$ cat src/rtl/sram_arbiter.sv
// Two-port round-robin arbiter and sequencer for a shared single-port SRAM.
// One command in flight at a time; all outputs are registered.
module sram_arbiter #(
  parameter int ADDR_W = 4,
  parameter int DATA_W = 4,
  parameter int DEPTH  = 8
) (
  input  logic              clk,
  input  logic              rst_n,
  input  logic              req0,
  input  logic              req1,
  input  logic              we0,
  input  logic              we1,
  input  logic [ADDR_W-1:0] addr0,
  input  logic [ADDR_W-1:0] addr1,
  input  logic [DATA_W-1:0] wdata0,
  input  logic [DATA_W-1:0] wdata1,
  output logic              gnt0,
  output logic              gnt1,
  output logic              err0,
  output logic              err1,
  output logic              rvalid0,
  output logic              rvalid1,
  output logic [DATA_W-1:0] rdata0,
  output logic [DATA_W-1:0] rdata1,
  output logic              ram_we,
  output logic [ADDR_W-1:0] ram_addr,
  output logic [DATA_W-1:0] ram_wdata,
  input  logic [DATA_W-1:0] ram_rdata,
  output logic [1:0]        dbg_state
);

  // Handshake: a requester holds reqN and its command stable until it sees
  // the one-cycle gntN pulse; it may drop reqN or present a new command in
  // the following cycle. A req withdrawn before its gnt is never served.

  typedef enum logic [1:0] {
    S_IDLE  = 2'd0,
    S_ISSUE = 2'd1,
    S_RDATA = 2'd2
  } state_t;

  localparam logic [ADDR_W:0] DEPTH_L = (ADDR_W+1)'(DEPTH);

  state_t r_state;
  logic   r_last;
  logic   r_owner;
  logic   r_rd_pend;

  logic              w_any;
  logic              w_pick;
  logic              w_we;
  logic [ADDR_W-1:0] w_addr;
  logic [DATA_W-1:0] w_wdata;
  logic              w_legal;

  // Port that is not `last` wins a tie; a lone requester always wins.
  assign w_any   = req0 | req1;
  assign w_pick  = (req0 & req1) ? ~r_last : req1;
  assign w_we    = w_pick ? we1 : we0;
  assign w_addr  = w_pick ? addr1 : addr0;
  assign w_wdata = w_pick ? wdata1 : wdata0;
  assign w_legal = ({1'b0, w_addr} < DEPTH_L);

  assign dbg_state = r_state;

  always_ff @(posedge clk or negedge rst_n) begin
    if (!rst_n) begin
      r_state   <= S_IDLE;
      r_last    <= 1'b1;
      r_owner   <= 1'b0;
      r_rd_pend <= 1'b0;
      gnt0      <= 1'b0;
      gnt1      <= 1'b0;
      err0      <= 1'b0;
      err1      <= 1'b0;
      rvalid0   <= 1'b0;
      rvalid1   <= 1'b0;
      rdata0    <= '0;
      rdata1    <= '0;
      ram_we    <= 1'b0;
      ram_addr  <= '0;
      ram_wdata <= '0;
    end else begin
      gnt0    <= 1'b0;
      gnt1    <= 1'b0;
      err0    <= 1'b0;
      err1    <= 1'b0;
      rvalid0 <= 1'b0;
      rvalid1 <= 1'b0;
      ram_we  <= 1'b0;
      case (r_state)
        S_IDLE: begin
          if (w_any) begin
            r_owner   <= w_pick;
            r_last    <= w_pick;
            ram_addr  <= w_addr;
            ram_wdata <= w_wdata;
            r_rd_pend <= w_legal & ~w_we;
            ram_we    <= w_legal & w_we;
            if (w_pick) begin
              gnt1 <= 1'b1;
              err1 <= ~w_legal;
            end else begin
              gnt0 <= 1'b1;
              err0 <= ~w_legal;
            end
            r_state <= S_ISSUE;
          end
        end
        S_ISSUE: begin
          r_state <= r_rd_pend ? S_RDATA : S_IDLE;
        end
        S_RDATA: begin
          // SRAM data_out is valid this cycle; capture it for the owner only.
          if (r_owner) begin
            rdata1  <= ram_rdata;
            rvalid1 <= 1'b1;
          end else begin
            rdata0  <= ram_rdata;
            rvalid0 <= 1'b1;
          end
          r_state <= S_IDLE;
        end
        default: r_state <= S_IDLE;
      endcase
    end
  end

endmodule

$ cat config.mk
export PLATFORM = sky130hd
export DESIGN_NAME = sram_arbiter
export DESIGN_NICKNAME = d
export VERILOG_FILES = /design/src/rtl/sram_arbiter.sv
export SDC_FILE = /design/constraint.sdc
export NUM_CORES = 1
export LEC_CHECK = 0
export ABC_CLOCK_PERIOD_IN_PS = 1860
export BUFFER_PORTS_ARGS = -buffer_cell sky130_fd_sc_hd__buf_2
export CORE_UTILIZATION = 46
export DETAILED_ROUTE_END_ITERATION = 8
export GPL_ROUTABILITY_DRIVEN = 0
export GPL_TIMING_DRIVEN = 0
export HOLD_SLACK_MARGIN = 0.03
export PLACE_DENSITY = 0.75
export SKIP_LAST_GASP = 1
export SLEW_MARGIN = 25
export SYNTH_ARGS = -nofsm -noshare
export SYNTH_HDL_FRONTEND = slang
export SYNTH_SLANG_ARGS = --single-unit
$ cat constraint.sdc
create_clock -name clk -period 1.86 [get_ports clk]
set_clock_uncertainty 0.15 [all_clocks]
set_input_delay 0.558 -clock clk [delete_from_list [all_inputs] [get_ports clk]]
set_output_delay 0.558 -clock clk [all_outputs]
set_load 0.02 [all_outputs]
Yosys cells after proc, flatten, opt, wreduce, memory -nomap -nowiden
Index checks and enable logic that the tools add are counted.
{"block": "classes", "n_lt_le_gt_ge": 1, "muxes": 25, "n_shift": 0, "n_div": 0, "add_sub_neg": 0, "mul": 0, "bitwise_logic": 8, "reduce_logical": 4, "eq_ne": 3}
{"operator": "1-bit two-way mux", "count": 20}
{"operator": "4-bit two-way mux", "count": 2}
{"operator": "2-bit AND reduction", "count": 3}
{"operator": "4-bit less-than comparator (second input constant)", "count": 1}
{"operator": "2-bit two-way mux", "count": 2}
{"operator": "1-bit NOT", "count": 4}
{"operator": "2-bit case mux with 2 select lines", "count": 1}
{"operator": "1-bit bitwise AND", "count": 3}
{"operator": "2-bit by 1-bit == test with 1-bit output (second input constant)", "count": 1}
{"operator": "2-bit == test (second input constant)", "count": 1}
{"operator": "2-bit logical NOT", "count": 1}
{"operator": "2-bit inequality test (second input constant)", "count": 1}
{"operator": "1-bit bitwise OR", "count": 1}
{"block": "word_totals", "regBits": 28, "input_bits": 26, "ram_bits": 0, "wordCells": 56, "romBits": 0, "latchBits": 0, "n_memories": 0, "output_inout_bits": 25}

Logic depth before layout (Yosys ltp)
{"block": "logic_depth", "ltp_word": 8, "ltp_mapped": 4, "depth_no_buf": 3}

Worst setup path before layout
OpenSTA, ideal clock, no wires.
{"block": "synth_timing", "kind": "input port to flip-flop", "start": "in req1", "end": "reg ram_addr[0]", "slack_ns": 0.099, "n_path_buf": 1, "t_required_ns": 1.585, "cell_stages": 4, "t_arrival_ns": 1.486, "path_cell_list": "a21boi_4 > buf_6 > mux2_4 > mux2_2"}
{"block": "synth_between", "elab_chain_cells": 3}
{"element": "start: declaration", "line": "11", "rtl": "input logic req1,"}
{"element": "1-bit bitwise AND", "line": "59", "rtl": "assign w_pick = (req0 & req1) ? ~r_last : req1;"}
{"element": "1-bit two-way mux", "line": "59"}
{"element": "4-bit two-way mux", "line": "61", "rtl": "assign w_addr = w_pick ? addr1 : addr0;"}
{"element": "end signal: assignment", "line": "97", "rtl": "ram_addr <= w_addr;"}
{"element": "end: declaration", "line": "27", "rtl": "output logic [ADDR_W-1:0] ram_addr,"}
Parallel ways exist; a longest one is shown, timed or not.
A chain may end at the register's enable or synchronous reset.

Worst setup path in the final report
{"block": "layout_timing", "start": "reg r_state[1] (netlist: dbg_state[1])", "end": "out dbg_state[1]"}
{"element": "start: declaration", "line": "45", "rtl": "state_t r_state;"}
{"element": "start signal: assignment", "line": "112", "rtl": "r_state <= r_rd_pend ? S_RDATA : S_IDLE;"}
{"element": "end: declaration", "line": "30", "rtl": "output logic [1:0] dbg_state"}
No word-level cell between the ends.

==> results.yml <==
timing:
  fin_crit_sh_pct: 89.39
  tns_ps: 0
  worstMarginPinSlew_ps: 593.9
  min_period_ps: 1663
  finalHoldViolations: 0
  rsz0062_at_grt: "no"
  layout_setup_ws_ps: 197.4
  max_freq_mhz: 601.5
  fin_hold_ws_ps: 78.45
  slew_violations: 0
  slew_headroom_pct: 60.41
  setup_violations: 0
yosys:
  synth-edff-count: 0
  yosysWarnings: 0
  ys_ff_latch: 28
  syn-instance-count: 77
  synth_area_mm2: 0.001171
  yosysSeqAreaShare_pct: 59.94
  syn-num-nets: 103
  ys_types: 20
  synthArstFlopShare_pct: 100.0
  synth-main-ff-cell: "dfrtp_1"
  syn_avg_cell_area_um2: 15.21
placement:
  port-buffer-count: 50
  place_worst_setup_slack_ps: -112.6
  hpwlAfterDp_um: 1604
clocking:
  htree_levels: 1
  cts_setup_buffers: 0
  clock-sinks: 28
  cts_tree: "yes"
  post_cts_resized: 0
  cts_buffers: 3
  path_clk_slew_ps: 140
  cts_hold_buffers: 0
  cts.path.max_buffers: 2
  clk-insertion-delay-late_ps: 310
  cts_root_buf: "clkbuf_4"
route:
  drtPass1Iterations: 2
  routedWlPerCell_um: 12.81
  drc: 0
  postRouteAntennaNets: 0
  drt_iter0_drc: 3
  wl_um: 2037
  vias: 791
  via_per_inst: 4.975
global_routing:
  grtUsageTotal_pct: 17.01
  grt_overflow_total: 0
  antenna_found_initial: 0
  grt_pass1_wl_um: 3450
  grt_start_max_net_pins: 29
  grt_pass1_vias: 774
floorplanning:
  die_w_um: 52.46
  die_y_um: 52.46
  num_io_pins: 51
  start_util_pct: 50.98
  num_rows: 17
  core_mm2: 0.002297
  die_area_mm2: 0.002752
pwr:
  leakagePower_nw: 0.7703
  power_density_mw_per_mm2: 1570
  peakVddDrop_uv: 849.5
final_layout:
  drive_gt1_share_pct: 66.41
  fillerInstances: 186
  syn2layout_area_growth_pct: 26.60
  num_antenna_cells: 0
  nNetsFinal: 158
setup_path:
  required_ps: 1150
  crit_family: "flip-flops"
  cp_num_buf_inv: 1
  crit_type: "reg -> out"
  start_kind: "flop"
  cp_cell_sequence: "buf_2"
  cp_slowest_cell: "dfrtp_1"
  critPathArrivalTime_ps: 950
  cp_max_fo: 5
  slowest_delay_ps: 450
  end_kind: "output pin"
status:
  status: "finished clean"
hold_path:
  min_path_type: "in -> async"
run:
  maxCapViolCount: 0
==> sequential cells by signal, summed over array words and instances, names as in the netlist <==
register / cells
r_owner: 1
r_last: 1
rvalid1: 1
ram_wdata: 4
ram_addr: 4
dbg_state: 2
gnt1: 1
gnt0: 1
rvalid0: 1
rdata1: 4
err0: 1
ram_we: 1
err1: 1
rdata0: 4
r_rd_pend: 1
==> metal layers <==
metal	track usage (%)	vias to the layer above	wire length [um]
li1	-	378	-
met1	22.73	382	853
met2	29.32	31	1030
met3	2.899	0	153
met4	2.632	0	0
met5	0	-	0
==> cells in the mapped netlist, types with 2 or more instances <==
library cell	instances	share of area, %
dfrtp_1	27	58
mux2_4	4	5.1
buf_6	2	1.9
inv_1	2	0.64
a21oi_1	2	0.85
mux2_2	22	21
nand3b_1	2	1.3
nor2_1	4	1.3
==> power by group <==
group / internal, mW / switching (mW)
clock network: 0.0836 / 0.159
logic: 0.484 / 0.589
registers: 0.874 / 0.139
total: 1.44 / 0.887
==> cell type report <==
| class | count | area, um2 | share of cell area [%] |
|---|---|---|---|
| flip-flops and latches | 28 | 701.9 | 47.34 |
| repair buffers | 50 | 250.2 | 16.88 |
| inverters | 2 | 7.507 | 0.5063 |
| clock buffers | 4 | 26.28 | 1.772 |
| multi-input cells | 45 | 439.2 | 29.62 |
| well taps | 28 | 35.03 | 2.363 |
| plain buffers | 2 | 22.52 | 1.519 |
==> through the flow <==
step | std cells | power, mW | instance area (um2) | utilization, %
2_1_floorplan | 77 | 1.756 | 1171 | -
3_3_place_gp | 155 | 2.072 | 1456 | 63.40
3_5_place_dp | 155 | 2.124 | 1456 | 63.40
4_1_cts | 159 | 2.366 | 1483 | 64.54
5_1_grt | 159 | 2.484 | 1483 | 64.54
6_report | 159 | 2.328 | 1483 | 64.54
==> cells by family after synthesis <==
| group | Yosys count | synth area share, % |
|---|---|---|
| flip-flops | 28 | 59.94 |
| multiplexers | 26 | 26.28 |
| AND/OR/NAND/NOR | 13 | 7.158 |
| AO/OA/AOI/OAI | 6 | 4.060 |
| buffers and inverters | 4 | 2.564 |
==> path summary, 6_finish.rpt <==
path / cells past startpoint / endpoint / slack [ps] / from
max: 1 / dbg_state[1] / 200 / dbg_state[1]
min: 1 / ram_addr[0] / 80 / rst_n
max reg2reg: 4 / ram_wdata[0] / 220 / r_last
min reg2reg: 1 / ram_wdata[0] / 370 / ram_wdata[0]
max in group asynchronous: 1 / dbg_state[1] / 1090 / rst_n
min in group clk: 2 / r_last / 300 / req0
==> layout by cell type, fill, tap and decap left out, drive strengths merged, types with 2 or more instances in the layout <==
master | netlist | final
clkbuf | 0 | 4
nor3b | 2 | 2
nor2 | 5 | 5
buf | 2 | 52
inv | 2 | 2
mux2 | 26 | 26
a21oi | 2 | 2
nand3b | 2 | 2
dfrtp | 27 | 27
Power figures use the tool's default switching activity.
